[config.mk]
export PLATFORM = sky130hd
export DESIGN_NAME = frame_serializer
export DESIGN_NICKNAME = d
export VERILOG_FILES = /design/src/rtl/img_pkg.sv /design/src/rtl/rc_counter.sv /design/src/rtl/frame_serializer.sv
export SDC_FILE = /design/constraint.sdc
export NUM_CORES = 1
export LEC_CHECK = 0
export BUFFER_PORTS_ARGS = -buffer_cell sky130_fd_sc_hd__buf_2
export CORE_ASPECT_RATIO = 0.7
export CORE_UTILIZATION = 45
export DETAILED_ROUTE_END_ITERATION = 12
export GPL_ROUTABILITY_DRIVEN = 0
export GPL_TIMING_DRIVEN = 0
export PLACE_DENSITY = 0.7
export SYNTH_ARGS = -nofsm -noshare
export SYNTH_HDL_FRONTEND = slang
export SYNTH_HIERARCHICAL = 1
export SYNTH_SLANG_ARGS = --single-unit
[constraint.sdc]
create_clock -name clk -period 8 [get_ports clk]
set_input_delay 0.4 -clock clk [delete_from_list [all_inputs] [get_ports clk]]
set_output_delay 0.4 -clock clk [all_outputs]
set_load 0.05 [all_outputs]
[src/rtl/img_pkg.sv]
// Shared image types and default geometry for the averaging filter
// and the frame serializer.
package img_pkg;

   localparam int R_I = 5;
   localparam int C_I = 5;
   localparam int W_I = 8;

   typedef logic unsigned [R_I-1:0][C_I-1:0][W_I-1:0] img_t;

   typedef enum logic {
      IDLE = 1'b0,
      SEND = 1'b1
   } ser_state_e;

   // Counter width for an index range of n, never narrower than 1 bit.
   function automatic int cnt_w(input int n);
      return (n > 1) ? $clog2(n) : 1;
   endfunction

endpackage

[src/rtl/rc_counter.sv]
// Row-major row/column position counter for frame streaming.
// Wraps to [0][0] after the last pixel so it never leaves range.
module rc_counter #(
   parameter int R_I = img_pkg::R_I,
   parameter int C_I = img_pkg::C_I
) (
   input  logic                              clk,
   input  logic                              rstn,
   input  logic                              cen,
   input  logic                              en,
   input  logic                              clear,
   output logic [img_pkg::cnt_w(R_I)-1:0]    r,
   output logic [img_pkg::cnt_w(C_I)-1:0]    c,
   output logic                              eol,
   output logic                              last
);
   import img_pkg::*;

   localparam int RW = cnt_w(R_I);
   localparam int CW = cnt_w(C_I);

   logic [RW-1:0] r_q, r_d;
   logic [CW-1:0] c_q, c_d;

   assign eol  = (c_q == CW'(C_I - 1));
   assign last = eol && (r_q == RW'(R_I - 1));
   assign r    = r_q;
   assign c    = c_q;

   always_comb begin
      r_d = r_q;
      c_d = c_q;
      if (clear) begin
         r_d = '0;
         c_d = '0;
      end else if (en) begin
         if (eol) begin
            c_d = '0;
            r_d = last ? '0 : r_q + RW'(1);
         end else begin
            c_d = c_q + CW'(1);
         end
      end
   end

   always_ff @(posedge clk) begin
      if (!rstn) begin
         r_q <= '0;
         c_q <= '0;
      end else if (cen) begin
         r_q <= r_d;
         c_q <= c_d;
      end
   end

endmodule

[src/rtl/frame_serializer.sv]
// Captures a parallel image frame and streams it pixel by pixel,
// row-major, over a valid/ready interface with row/frame markers.
module frame_serializer #(
   parameter int R_I = img_pkg::R_I,
   parameter int C_I = img_pkg::C_I,
   parameter int W_I = img_pkg::W_I
) (
   input  logic                             clk,
   input  logic                             rstn,
   input  logic                             cen,
   input  logic [R_I-1:0][C_I-1:0][W_I-1:0] img,
   input  logic                             img_valid,
   output logic                             img_ready,
   output logic [W_I-1:0]                   m_data,
   output logic                             m_valid,
   input  logic                             m_ready,
   output logic                             m_eol,
   output logic                             m_last
);
   import img_pkg::*;

   localparam int RW = cnt_w(R_I);
   localparam int CW = cnt_w(C_I);

   ser_state_e state_q, state_d;

   logic [R_I-1:0][C_I-1:0][W_I-1:0] frame_q;

   logic          capture;
   logic          xfer;
   logic [RW-1:0] r;
   logic [CW-1:0] c;
   logic          eol;
   logic          last;

   rc_counter #(
      .R_I (R_I),
      .C_I (C_I)
   ) u_rc (
      .clk   (clk),
      .rstn  (rstn),
      .cen   (cen),
      .en    (xfer),
      .clear (capture),
      .r     (r),
      .c     (c),
      .eol   (eol),
      .last  (last)
   );

   always_comb begin
      state_d   = state_q;
      capture   = 1'b0;
      xfer      = 1'b0;
      img_ready = 1'b0;
      m_valid   = 1'b0;
      unique case (state_q)
         IDLE: begin
            img_ready = 1'b1;
            if (img_valid) begin
               capture = 1'b1;
               state_d = SEND;
            end
         end
         SEND: begin
            m_valid = 1'b1;
            if (m_ready) begin
               xfer = 1'b1;
               if (last) state_d = IDLE;
            end
         end
      endcase
   end

   always_ff @(posedge clk) begin
      if (!rstn) state_q <= IDLE;
      else if (cen) state_q <= state_d;
   end

   // Frame store needs no reset: it is only observed while in SEND.
   always_ff @(posedge clk) begin
      if (cen && capture) frame_q <= img;
   end

   assign m_data = m_valid ? frame_q[r][c] : '0;
   assign m_eol  = m_valid & eol;
   assign m_last = m_valid & last;

endmodule

## Word-level counts from Yosys, hierarchy flattened

Index checks and enable logic that the tools add are counted.

- Register bits after elaboration: 207
- Bits of input ports: 205
- Output and inout port bits: 12

- Add/subtract/negate cells: 2
- $lt $le $gt $ge: 2
- Equality and inequality tests: 2
- Multiplexer cells: 21
- Bitwise gates (word level): 3
- Reductions and logical operators: 6

Operators by type and width:

| kind | number |
|---|---|
| binary-select mux 40 bit (select 3 bit) | 1 |
| two-way mux 40 bit | 1 |
| binary-select mux 8 bit (select 3 bit) | 1 |
| two-way mux 3 bit | 7 |
| two-way mux 8 bit | 2 |
| < comparator 3 x 4 -> 1 bit, second input constant | 2 |
| two-way mux 1 bit | 8 |
| adder 3 x 1 -> 3 bit, second input constant | 2 |
| equality test 3 bit, second input constant | 2 |
| nonzero test 2 bit | 2 |
| AND reduction 3 bit | 1 |
| AND 1 bit | 2 |
| logical AND 1 bit | 2 |
| one-hot mux 1 bit (2 select lines) | 1 |
| AND reduction 2 bit | 1 |
| NOT 1 bit | 1 |

## Longest topological paths before layout

- Depth after elaboration: 6
- Depth in mapped cells: 6
- Gate-level depth less buffers: 6

## By module

Netlist, hierarchy kept.

Modules (own cells, without submodules):

| module | instances | cells each | area each (µm²) |
|---|---|---|---|
| frame_serializer | 1 | 453 | 7950.1 |
| rc_counter | 1 | 43 | 366.6 |

## Worst setup path before layout

Ideal clock, no wire load.

- Kind: flip-flop to flip-flop
- Start point: register state_q
- End point: register frame_q[0] in the netlist's numbering, enable pin
- Setup time: 585 ps
- Data arrival time: 5458 ps
- Data required time: 7415 ps
- Path slack: 1957 ps
- Stages on the path, launching flop included: 3
- Clock period less this slack: 6043 ps
- Cell sequence: dfxtp_1 -> nor2b_1 -> and2_1

- Word-level cells in the longest chain between the ends: 2

Ends and longest elaborated chain:

| item | RTL line | source |
|---|---|---|
| start, declared | frame_serializer.sv:25 | `ser_state_e state_q, state_d;` |
| start signal, assigned | frame_serializer.sv:77 | `else if (cen) state_q <= state_d;` |
| two-way mux 1 bit | frame_serializer.sv:57 | `unique case (state_q)` |
| net capture | frame_serializer.sv:29 | `logic capture;` |
| logical AND 1 bit | frame_serializer.sv:82 | `if (cen && capture) frame_q <= img;` |
| end signal, assigned | frame_serializer.sv:82 |  |
| end, declared | frame_serializer.sv:27 | `logic [R_I-1:0][C_I-1:0][W_I-1:0] frame_q;` |

The timed path passes the listed nets, and every way through them passes these cells.
A chain may end at the register's enable or synchronous reset.

## Worst setup path in the final report

- Start point: register u_rc.r_q[0], in the netlist u_rc/r[0]
- End point: output m_data[4]

- Word-level cells in the longest chain between the ends: 5

Ends and longest elaborated chain:

| item | RTL line | source |
|---|---|---|
| start, declared | rc_counter.sv:22 | `logic [RW-1:0] r_q, r_d;` |
| start signal, assigned | rc_counter.sv:51 | `r_q <= r_d;` |
| binary-select mux 40 bit (select 3 bit) | frame_serializer.sv:85 | `assign m_data = m_valid ? frame_q[r][c] : '0;` |
| two-way mux 40 bit (implied by the code) | frame_serializer.sv:85 |  |
| binary-select mux 8 bit (select 3 bit) | frame_serializer.sv:85 |  |
| two-way mux 8 bit (implied by the code) | frame_serializer.sv:85 |  |
| two-way mux 8 bit | frame_serializer.sv:85 |  |
| end, declared | frame_serializer.sv:14 | `output logic [W_I-1:0] m_data,` |

No other way between the ends. The select of a mux whose other input is x is not followed.

==> flow_summary.toml <==
[outcome]
status = "finished clean"

[floorplan]
start_util_pct = 46.06
dieHeight_microns = 115.7
fp-row-count = 41
die-area_sq_um = 19040
ios = 217
coreArea_sq_um = 18060
fp.dieW_microns = 164.5

[route]
routedWlPerCell_microns = 20.23
routed_via_density = 5.283
postRouteAntennaNets = 0
post-route-drc-count = 0
vias = 5209
firstDrtPassIters = 6
drt_iter0_drc = 421
totalWireLength_mm = 19.94

[clocking]
clockBufferDepth = 3
cts_sinks = 207
cts_made_buffers = 20
cts_tree = "built"
cts_resized = 0
hold_buffers = 0
clock_latency_ns = 0.49
clkSlewWorstSetupHoldPaths_ns = 0.06
cts_root_buffer = "clkbuf_16"
post_cts_buffers = 0
htreeDepth = 1

[yosys]
synth-xor-area-share_pct = 0
synth-simple-area-share_pct = 5.958
syn-mean-instance-area_sq_um = 16.77
syn_area_sq_um = 8317
synth-seq-cells = 207
synth_top_cell_by_area = "edfxtp_1"
synth.most_common_cell = "edfxtp_1"
syn_inst = 496
synth_fp_nets = 705
synth_common_cells = "200 x edfxtp_1, 95 x mux2i_1, 33 x o22ai_1"
synth-compound-area-share_pct = 5.973
synth_top_area_share_pct = 72.21
ys_types = 45
synth-main-ff-cell = "edfxtp_1"
synthTopCellsByArea = "edfxtp_1 72%, mux2i_1 11%, o22ai_1 2.5%, dfxtp_1 1.7%, o21ai_0 1.1%"
yosysSeqAreaShare_pct = 73.90
synth_top_family_by_area = "multiplexers"
synth-edff-count = 200
synthArstFlopShare_pct = 0
synthAdderAreaFrac_pct = 0.6018
yosysWarnings = 6
synth_mux_area_share_pct = 11.57

[run]
cap_violations = 0

[critical_path]
endpoint_kind = "primary output"
crit_path_max_fanout = 10
critPathKind = "flip-flop to primary output"
timing.rr.end = "frame_q[164]"
worst_r2r_path_depth = 3
timing.rr.start = "state_q"
critPathLaunchType = "flip-flop"
cp.required_ns = 7.60
reg2reg_setup_slack_ns = 5.60
arrival_ns = 2.98

[global_routing]
grt_pass1_vias = 5313
grtUsageTotal_pct = 20.89
grt_remaining_overflow = 0
grt_pass1_wl_mm = 29.08
grt_max_degree = 81
antenna_found_initial = 0

[cells_and_area]
antenna_cells = 0
area_growth_pct = 24.39
nets = 945
drive_gt1_share_pct = 35.33

[sta]
hold_viol_final = 0
fin_setup_tns_ns = 0
slew_viol_final = 0
setup_violations = 0
final.min_clock_period_ns = 3.381
skew_ns = 0.004788
rsz0062_at_grt = "false"
fin_ws_ns = 4.619
max_slew_margin_pct = 44.03
timing.final.crit_share_pct = 42.26
worstMarginPinSlew_ns = 0.8395
fmax_ghz = 0.2958

[power]
cellPowerDensity_nw_per_um2 = 217.9
seq_power_share_pct = 55.8
swShare_pct = 20.51
power.share.clock_pct = 38.4
leakagePower_uw = 0.003752
power_uw = 2255
vdd_drop_max_mv = 0.1504
netSwitchingPower_uw = 462.3
pwr-share-comb_pct = 5.8
intPower_uw = 1792

[placement]
port_buffers = 216
place_ws_ns = 5.167
hpwl_mm = 14.68

[min_path]
hold_end = "frame_q[12]"
min_path_type = "input pin to flip-flop"
holdCritStartpoint = "img[12]"
whs_path_depth = 1
==> cells by family (layout without fill, tap and decap cells) <==
| logic type | count (synthesis) | in the layout |
|---|---|---|
| DFF | 207 | 207 |
| muxes | 96 | 96 |
| and+or+nand+nor | 81 | 81 |
| AOI/OAI and AO/OA | 80 | 80 |
| buffers and inverters | 28 | 282 |
| adders and majority gates | 4 | 4 |
==> worst max-delay path by stage <==
stage                     startpoint           end  slack [ns]  depth (start not counted)
after global routing       u_rc/r[0]     m_data[4]        4.52                          7
after detailed placement   u_rc/r[0]     m_data[4]        5.17                          7
after global placement     img_valid  frame_q[156]        0.75                          3
after CTS                  u_rc/r[0]     m_data[4]        4.64                          7
final                      u_rc/r[0]     m_data[4]        4.62                          7
after floorplan              state_q    frame_q[0]        1.96                          2
==> through the flow <==
step | cells | hold slack (ns) | area, sq um | utilization [%]
final | 986 | 0.07790 | 10340 | 57.29
after global routing | 986 | 0.05328 | 10340 | 57.29
after CTS | 986 | 0.05883 | 10340 | 57.29
after detailed placement | 950 | 0.5268 | 9751 | 54.00
after global placement | 948 | 0.5128 | 9693 | 53.68
after floorplan | 496 | 0.4766 | 8317 | -
==> sequential cells by signal (all words and copies together) (netlist names) <==
| signal | count |
|---|---|
| frame_q | 200 |
| u_rc/r | 3 |
| u_rc/c | 3 |
| state_q | 1 |
==> per-layer routing <==
metal | track usage (%) | vias to the layer above | routed length (microns)
li1 | - | 2461 | -
met1 | 30.37 | 2454 | 9152
met2 | 31.22 | 258 | 8597
met3 | 4.975 | 36 | 1699
met4 | 6.300 | 0 | 493
met5 | 0 | - | 0
==> layout make-up <==
class	count	area, sq um
Timing Repair Buffer	218	1136
Multi-Input combinational cell	261	2007
Clock buffer	29	565.5
Inverter	6	22.52
Tap cell	236	295.3
Sequential cell	207	6146
Clock inverter	7	28.78
Buffer	22	143.9
Fill cell	1464	7712
==> power by group through the flow <==
stage | Sequential (uW) | Combinational, uW | Clock (uW)
floorplan | 1290 | 54.0 | 0
global placement | 1290 | 121 | 0
detailed placement | 1280 | 132 | 0
CTS | 1260 | 133 | 885
global route | 1260 | 143 | 927
finish | 1260 | 131 | 866
==> cells in the final DEF (no fill, tap or decap), types with 2 or more instances in the layout <==
master       n
a21boi_1     3
a21oi_1      3
a22oi_1      4
a31oi_1      2
and2_1       4
and3_1       9
buf_16       2
buf_2      223
buf_4        4
buf_6        5
clkbuf_1    12
clkbuf_16   21
clkinv_1     5
clkinv_2     2
dfxtp_1      7
edfxtp_1   200
ha_1         4
inv_1        6
mux2i_1     95
nand2_1      8
nand2b_1     4
nand3_1      7
nand4_1      6
nand4bb_1    3
nor2_1      19
nor2b_1      4
nor3_1       2
o21a_1       2
o21ai_0     19
o21ai_1      6
o22ai_1     33
o41ai_1      5
or2_1        2
or4b_4       2
==> worst max-delay path: stages, from the launching register on <==
cell and delay, ns:
dfxtp_1 0.53, buf_4 0.26, buf_6 0.19, nand4b_2 0.40, o22ai_1 0.55, o21ai_1 0.14, nand4_1 0.12, buf_2 0.28
Power figures use the tool's default switching activity.
